`config.mk`:
```
export PLATFORM = sky130hd
export DESIGN_NAME = alu_seq
export DESIGN_NICKNAME = d
export VERILOG_FILES = /design/src/rtl/alu_pkg.sv /design/src/rtl/alu_core.sv /design/src/rtl/alu_seq.sv
export SDC_FILE = /design/constraint.sdc
export NUM_CORES = 1
export LEC_CHECK = 0
export ABC_AREA = 0
export CAP_MARGIN = 20
export CORE_AREA = 2 2 137 139
export DETAILED_ROUTE_END_ITERATION = 8
export DIE_AREA = 0 0 139 141
export SYNTH_ARGS = -nofsm -noshare
export SYNTH_HDL_FRONTEND = slang
export SYNTH_SLANG_ARGS = --single-unit
```
`constraint.sdc`:
```
create_clock -name clk -period 3.7 [get_ports clk]
set_input_delay 0.555 -clock clk [delete_from_list [all_inputs] [get_ports clk]]
set_output_delay 0.555 -clock clk [all_outputs]
set_load 0.005 [all_outputs]
```
`src/rtl/alu_pkg.sv`:
```
// alu_pkg: funct codes shared with ALU control and sequencer state encodings
package alu_pkg;
  localparam logic [1:0] FUNCT_ADD = 2'd0;
  localparam logic [1:0] FUNCT_SUB = 2'd1;
  localparam logic [1:0] FUNCT_SLL = 2'd2;
  localparam logic [1:0] FUNCT_OR  = 2'd3;
  localparam logic [0:0] ST_IDLE   = 1'b0;
  localparam logic [0:0] ST_SHIFT  = 1'b1;
endpackage

```
`src/rtl/alu_core.sv`:
```
// alu_core: combinational add/sub/or; sll is the first serial step, or a full barrel shift under ALU_SEQ_BARREL_SHIFT_EN
module alu_core
  import alu_pkg::*;
#(
  parameter int WIDTH = 32
) (
  input  logic [1:0]               funct,
  input  logic [WIDTH-1:0]         a,
  input  logic [WIDTH-1:0]         b,
`ifdef ALU_SEQ_BARREL_SHIFT_EN
  input  logic [$clog2(WIDTH)-1:0] shamt,
`endif
  output logic [WIDTH-1:0]         y
);
  logic [WIDTH-1:0] sll;
  // shift datapath: whole shift at once, or a single bit for the serial sequencer
  always_comb begin
`ifdef ALU_SEQ_BARREL_SHIFT_EN
    sll = b << shamt;
`else
    sll = b << 1;
`endif
  end
  // operation select
  always_comb
    y = funct == FUNCT_ADD ? a + b :
        funct == FUNCT_SUB ? a - b :
        funct == FUNCT_OR  ? a | b : sll;
endmodule

```
`src/rtl/alu_seq.sv`:
```
// alu_seq: registered execute-stage ALU with start/busy/done; serial sll unless ALU_SEQ_BARREL_SHIFT_EN
module alu_seq #(
  parameter int WIDTH = 32,
  localparam int SHAMT_W = $clog2(WIDTH)
) (
  input  logic               clk,
  input  logic               rst,
  input  logic               start,
  input  logic [1:0]         funct,
  input  logic [WIDTH-1:0]   src_a,
  input  logic [WIDTH-1:0]   src_b,
  input  logic [SHAMT_W-1:0] shamt,
  output logic               busy,
  output logic               done,
  output logic [WIDTH-1:0]   result,
  output logic               zero
);
  import alu_pkg::*;
  logic [WIDTH-1:0] core_y, result_d, result_q;
  logic             done_d, done_q;
  alu_core #(.WIDTH(WIDTH)) u_core (
    .funct(funct),
    .a(src_a),
    .b(src_b),
`ifdef ALU_SEQ_BARREL_SHIFT_EN
    .shamt(shamt),
`endif
    .y(core_y)
  );
`ifdef ALU_SEQ_BARREL_SHIFT_EN
  assign busy = 1'b0;
  // every op completes at the accepting edge
  always_comb begin
    result_d = start ? core_y : result_q;
    done_d   = start;
  end
`else
  logic [0:0]         state_d, state_q;
  logic [SHAMT_W-1:0] count_d, count_q;
  logic               sll_long;
  assign sll_long = funct == FUNCT_SLL && shamt > SHAMT_W'(1);
  assign busy     = state_q == ST_SHIFT;
  // accept in IDLE, then shift one bit per cycle until the count runs out
  always_comb begin
    state_d  = state_q;
    count_d  = count_q;
    result_d = result_q;
    done_d   = 1'b0;
    if (state_q == ST_SHIFT) begin
      result_d = result_q << 1;
      count_d  = count_q - 1'b1;
      done_d   = count_q == SHAMT_W'(1);
      state_d  = count_q == SHAMT_W'(1) ? ST_IDLE : ST_SHIFT;
    end else if (start) begin
      result_d = funct == FUNCT_SLL && shamt == '0 ? src_b : core_y;
      count_d  = sll_long ? shamt - 1'b1 : count_q;
      done_d   = !sll_long;
      state_d  = sll_long ? ST_SHIFT : ST_IDLE;
    end
  end
  // sequencer state and remaining shift count
  always_ff @(posedge clk)
    if (rst) begin
      state_q <= ST_IDLE;
      count_q <= '0;
    end else begin
      state_q <= state_d;
      count_q <= count_d;
    end
`endif
  // result and done pulse; reset discards any partial shift
  always_ff @(posedge clk)
    if (rst) begin
      result_q <= '0;
      done_q   <= 1'b0;
    end else begin
      result_q <= result_d;
      done_q   <= done_d;
    end
  assign result = result_q;
  assign done   = done_q;
  assign zero   = result_q == '0;
endmodule

```
==> out/metrics.csv, run 1 <==
metric,value,unit
status,"complete, no violations",
use_met1,0.384,
core,18300,um2
synth_cells,1034,
path_cells,clkdlybuf4s50_1 -> inv_1 -> ha_2 -> nor2b_2 -> nor4_2 -> a211oi_2 -> a221oi_4 -> o21bai_1 -> and3_1 -> nor4_2 -> mux2_1 -> o31a_1,
powerDensity,248,nW/um2
hpwl,20600,um
detail-route-antenna-nets,0,
grt.met2_usage,0.395,
ys_ff_latch,39,
finalWorstSetupSlack,0.163,ns
clk_pin_slew_worst_paths,0.07,ns
route.detailed.drc,0,
critPathMaxStageDelay,0.52,ns
dieArea,19600,um2
syn_area,7100,um2
critPathCapture,result[29],
finalHoldViolations,0,
initial_core_util,0.389,
wire_per_inst,17.9,um
port-buffer-count,108,
drtIter0Drc,926,
synthArstFlopShare,0,
routabilityCongestion,1.02,
yosysWarnings,0,
num_antenna_cells,0,
rsz0062_at_grt,no,
io_pins,109,
grt-ovfl-total,0,
arrival,3.71,ns
fin_hold_ws,0.488,ns
fin_crit,3.54,ns
rr_endpoint,result[30],
cp_num_cells,12,
worstSetupStartpoint,src_a[6],
cts.sinks,39,
viasPerCell,5.79,
post_dp_cell_area,9050,um2
grt_pass1_wl,41400,um
reg2reg_setup_slack,1.51,ns
clock.fmax,0.283,GHz
postLayoutCellArea,9230,um2
synth-edff-count,0,
netlist.top_cell.by_area,ha_1,
dr.pass1.iters,6,
die_y,141,um
synth_cell_types,90,
busiest_layer,met2,
holdBufCountCts,0,
synthTopCellsByArea,"ha_1, dfxtp_1, a21oi_1, inv_1, o21ai_0",
grt_max_degree,59,
maxCapViolCount,0,
track_usage,0.255,
period_share,0.956,
crit_family,compound AO/OA/AOI/OAI gates,
num_vias,8321,
ir_drop,0.196,mV
synthMostInstantiatedCell,a21oi_1,
synthFlopType,dfxtp_1,
power,2.29,mW
dp_slack,-0.146,ns
setup_viol,0,
cts_root_buf,clkbuf_16,
hold_class,flop to flop,
reg2reg_from,busy,
synth_nets,1209,
critPathMaxFanout,7,
grt_pass1_vias,7790,
htree_levels,2,
yosysSeqAreaShare,0.110,
synth_common_cells,"a21oi_1, inv_1, ha_1, nor2_1, nand2_1",
cp-start-kind,primary input,
drive_above_1_share,0.139,
maxSlewHeadroom,0.594,
die_w,139,um
endpoint_kind,flop,
insertion_delay,0.29,ns
final_nets,1378,
cts_buffer_depth,2,
area_delta_synth_final,30.0,%
p_leak,4.02,nW
grtUsageMet3,0.0265,
fp-row-count,50,
worst_pin_slew,0.601,ns
cts_made_buffers,5,
antenna_found_initial,0,
synth.top_cell.area_share,0.174,
crit_slowest_cell,clkdlybuf4s50_1,
synth.avg_cell_area,6.87,um2
skew,0.0100,ns
crit_type,primary input to flop,
cts_tree,yes,
cp_num_buf_inv,2,
required,3.88,ns
cp_common_cell,nor4_2,
wirelength,25700,um
slew_viol_final,0,
rr_worst_depth,6,
worst min-delay path by stage:
stage,end,startpoint,depth (start not counted)
after floorplan,count_q[4],count_q[4],1
after global placement,count_q[4],count_q[4],1
after detailed placement,count_q[4],count_q[4],1
after CTS,count_q[4],count_q[4],1
after global routing,count_q[4],count_q[4],1
final,count_q[4],count_q[4],1
final cells by class:
cell class,instances,area [um2]
clock inverter,3,46.3
multi-input combinational,823,5620
tap,234,293
sequential,39,782
clock buffer,5,125
inverter,106,398
timing repair buffer,228,1970
fill,1861,9030
sequential cells by signal, indices dropped and copies added, names as in the netlist:
signal   cells
done         1
busy         1
result      32
count_q      5
cells by family (layout without fill, tap and decap cells):
group / count (synthesis) / in the layout / share of synthesized area
compound gates: 379 / 379 / 0.351
xor+xnor: 29 / 29 / 0.0358
fa+ha+maj: 101 / 101 / 0.180
buf+inv: 172 / 342 / 0.0997
flops: 39 / 39 / 0.110
mux: 9 / 9 / 0.0134
simple gates: 305 / 305 / 0.210
per-layer routing:
metal,vias to the layer above,part of all wire
met5,-,0
met4,0,0.017
met3,32,0.079
met2,368,0.43
met1,3846,0.47
li1,4075,-
cells in the final DEF (no fill, tap or decap), types with 8 or more instances in the layout:
| cell | count |
|---|---|
| a211oi_1 | 8 |
| a21oi_1 | 132 |
| a311oi_1 | 11 |
| a31oi_1 | 15 |
| and3_1 | 15 |
| buf_4 | 120 |
| clkdlybuf4s50_1 | 106 |
| dfxtp_1 | 38 |
| ha_1 | 98 |
| inv_1 | 105 |
| nand2_1 | 74 |
| nand2b_1 | 12 |
| nand3_1 | 21 |
| nand4_1 | 9 |
| nor2_1 | 85 |
| nor3_1 | 32 |
| nor4_1 | 19 |
| o2111ai_1 | 8 |
| o211ai_1 | 28 |
| o21ai_0 | 70 |
| o21bai_1 | 12 |
| o31ai_1 | 8 |
| xnor2_1 | 24 |
report_power, final:
part / leakage [nW] / switching (mW) / internal (mW)
clock network: 0.0804 / 0.186 / 0.321
registers: 0.323 / 0.0637 / 0.464
logic: 3.62 / 0.667 / 0.586
worst register-to-register path: stages (launching register included):
cell      delay [ns]
dfxtp_2         0.50
buf_4           0.54
nor2_1          0.27
a221oi_1        0.33
o211ai_1        0.18
a21oi_1         0.16
a311oi_1        0.10
metrics by stage:
step            util  TNS (ns)  cells
4_1_cts        0.505         0   1437
2_1_floorplan      -         0   1034
3_5_place_dp   0.495    -0.288   1429
5_1_grt        0.505         0   1438
3_3_place_gp   0.495   -0.0208   1429
6_report       0.505         0   1438
what timing repair did:
| item | 4_1_cts | 5_1_grt |
|---|---|---|
| resized for setup | 0 | 2 |
| buffers inserted | 0 | 1 |
| setup endpoints to repair | 0 | 5 |
No activity file was read; power rests on OpenSTA's default activity.
==> run 2, diff against run 1 <==
--- a/config.mk
+++ b/config.mk
@@ -8,8 +8,10 @@
 export ABC_AREA = 0
 export CAP_MARGIN = 20
 export CORE_AREA = 2 2 137 139
+export CTS_CLUSTER_SIZE = 16
 export DETAILED_ROUTE_END_ITERATION = 8
 export DIE_AREA = 0 0 139 141
+export SKIP_LAST_GASP = 1
 export SYNTH_ARGS = -nofsm -noshare
 export SYNTH_HDL_FRONTEND = slang
 export SYNTH_SLANG_ARGS = --single-unit
==> results of run 2 <==
No change in the layout: final DEF, timing and power equal those of run 1.
==> run 3, diff against run 2 <==
--- a/config.mk
+++ b/config.mk
@@ -7,10 +7,11 @@
 export LEC_CHECK = 0
 export ABC_AREA = 0
 export CAP_MARGIN = 20
-export CORE_AREA = 2 2 137 139
+export CORE_AREA = 2 2 115 117
 export CTS_CLUSTER_SIZE = 16
 export DETAILED_ROUTE_END_ITERATION = 8
-export DIE_AREA = 0 0 139 141
+export DIE_AREA = 0 0 117 119
+export PLACE_DENSITY = 0.83
 export SKIP_LAST_GASP = 1
 export SYNTH_ARGS = -nofsm -noshare
 export SYNTH_HDL_FRONTEND = slang
==> constraint.sdc (replaced) <==
create_clock -name clk -period 3.7 [get_ports clk]
set_input_delay 0.555 -clock clk [delete_from_list [all_inputs] [get_ports clk]]
set_output_delay 0.555 -clock clk [all_outputs]
set_load 0.01 [all_outputs]
==> run 3 against run 2 <==
Effect of this change: die area down 29%; highest routed layer unchanged; first-iteration DRC count up 20%; combinational power about the same; clock skew down 0.0042 ns; largest power group unchanged; sequential share of layout area up 0.19 points.
==> out/metrics.csv, run 3 (synthesis gave the netlist of run 1 again) <==
metric,value,unit,change
cts_root_buf,clkbuf_16,,unchanged
detail-route-antenna-nets,0,,unchanged
area_delta_synth_final,27.2,%,was 30.0%
grt_max_degree,64,,was 59
slew_viol_final,0,,unchanged
htree_levels,2,,unchanged
track_usage,0.360,,was 0.255
cts.sinks,39,,unchanged
final_common_cell,a21oi_1,,unchanged
drtIter0Drc,1107,,was 926
num_vias,8536,,"was 8,321"
final_nets,1359,,"was 1,378"
endpoint_kind,flop,,unchanged
comb_power_share,0.548,,about the same
drive_above_1_share,0.124,,was 0.139
ir_drop,0.177,mV,was 0.196 mV
fillers,1142,,"was 1,861"
insertion_delay,0.29,ns,about the same
p_clk_frac,0.220,,was 0.222
initial_core_util,0.552,,was 0.389
period_share,0.975,,was 0.956
port-buffer-count,108,,unchanged
final_cell_mix,"a21oi_1, clkdlybuf4s50_1, inv_1, ha_1, buf_4",,"was a21oi_1, buf_4, clkdlybuf4s50_1, inv_1, ha_1"
power,2.28,mW,was 2.29 mW
grt_pass1_wl,40100,um,"was 41,400 um"
register_area,782,um2,unchanged
cp-start-kind,primary input,,unchanged
critPathMaxFanout,5,,was 7
routabilityCongestion,0.986,,was 1.02
holdBufCountCts,0,,unchanged
fin_hold_ws,0.480,ns,was 0.488 ns
multiInputGateArea,5620,um2,about the same
fp-row-count,42,,was 50
finalHoldViolations,0,,unchanged
arrival,3.78,ns,was 3.71 ns
worst_pin_slew,0.667,ns,was 0.601 ns
maxCapViolCount,0,,unchanged
dieArea,13900,um2,"was 19,600 um2"
setup_viol,0,,unchanged
grt_pass1_vias,7904,,"was 7,790"
core,12900,um2,"was 18,300 um2"
wirelength,25600,um,"was 25,700 um"
dr.pass1.iters,6,,unchanged
hpwl,20000,um,"was 20,600 um"
wire_per_inst,18.8,um,was 17.9 um
grt-ovfl-total,0,,unchanged
status,"complete, no violations",,unchanged
hold_class,flop to flop,,unchanged
die_w,117,um,was 139 um
io_pins,109,,unchanged
p_sw_frac,0.408,,was 0.401
cts_made_buffers,5,,unchanged
internal_power,1.35,mW,was 1.37 mW
switchingPower,0.928,mW,was 0.916 mW
crit_type,primary input to flop,,unchanged
viasPerCell,6.28,,was 5.79
p_seq_frac,0.232,,was 0.231
fin_crit,3.61,ns,was 3.54 ns
powerDensity,252,nW/um2,was 248 nW/um2
maxSlewHeadroom,0.555,,was 0.594
clk_pin_slew_worst_paths,0.06,ns,was 0.07 ns
clock.fmax,0.277,GHz,was 0.283 GHz
skew,0.00581,ns,was 0.0100 ns
antenna_found_initial,0,,unchanged
cts_setup_buffers,0,,unchanged
largest_register_ffs,32,,unchanged
p_leak,3.94,nW,was 4.02 nW
required,3.87,ns,was 3.88 ns
route.detailed.drc,0,,unchanged
cts_tree,yes,,unchanged
cts_buffer_depth,2,,unchanged
die_y,119,um,was 141 um
num_antenna_cells,0,,unchanged
rsz0062_at_grt,no,,unchanged
## run 3: path summary, 6_finish.rpt
| path | cells after the start | startpoint | endpoint | slack [ns] |
|---|---|---|---|---|
| worst max-delay path | 13 | src_b[5] | result[29] | 0.09 |
| worst min-delay path | 1 | count_q[4] | count_q[4] | 0.48 |
| worst max register to register | 7 | busy | result[26] | 1.42 |
| worst min register to register | 1 | count_q[4] | count_q[4] | 0.48 |
## run 3: cell type report
type                            instances  share of cell area
Inverter                              106              0.0440
Clock buffer                            5              0.0138
Sequential cell                        39              0.0866
Timing Repair Buffer                  209               0.205
Multi-Input combinational cell        823               0.622
Clock inverter                          2             0.00415
Tap cell                              176              0.0244
## run 3: metrics by stage
stage,worst slack (ns),cell area (um2),cells,utilization,setup TNS [ns]
after floorplan,0.672,7100,1034,-,0
after global placement,-0.105,8870,1353,0.689,-0.156
after detailed placement,-0.106,8870,1353,0.689,-0.216
after CTS,0.164,9030,1360,0.701,0
after global routing,0.00193,9030,1360,0.702,0
final,0.0908,9030,1360,0.702,0
## run 3: power groups by stage
stage,sequential (mW),combinational (mW),clock (mW)
CTS,0.523,1.22,0.495
global placement,0.533,1.20,0
floorplan,0.526,0.715,0
detailed placement,0.533,1.21,0
finish,0.528,1.25,0.500
global route,0.531,1.35,0.510
## run 3: metal layers
| metal | wire length (um) | global-route usage | vias to the layer above |
|---|---|---|---|
| li1 | - | - | 4035 |
| met1 | 10500 | 0.486 | 3885 |
| met2 | 11700 | 0.576 | 531 |
| met3 | 2590 | 0.0631 | 85 |
| met4 | 890 | 0.123 | 0 |
| met5 | 0 | 0 | - |
## run 3: critical path, stage by stage
cell             delay, ns
clkdlybuf4s50_1       0.51
inv_1                 0.07
ha_1                  0.36
buf_4                 0.14
nor2_1                0.04
a211oi_2              0.28
a211oi_2              0.12
a221oi_4              0.34
o21bai_1              0.13
and3_1                0.21
nor4_2                0.35
mux2_1                0.38
o31a_1                0.29
## run 3: repair_timing
item	4_1_cts	5_1_grt
resized for setup	0	3
endpoints found under the hold margin	0	0
setup endpoints to repair	0	2
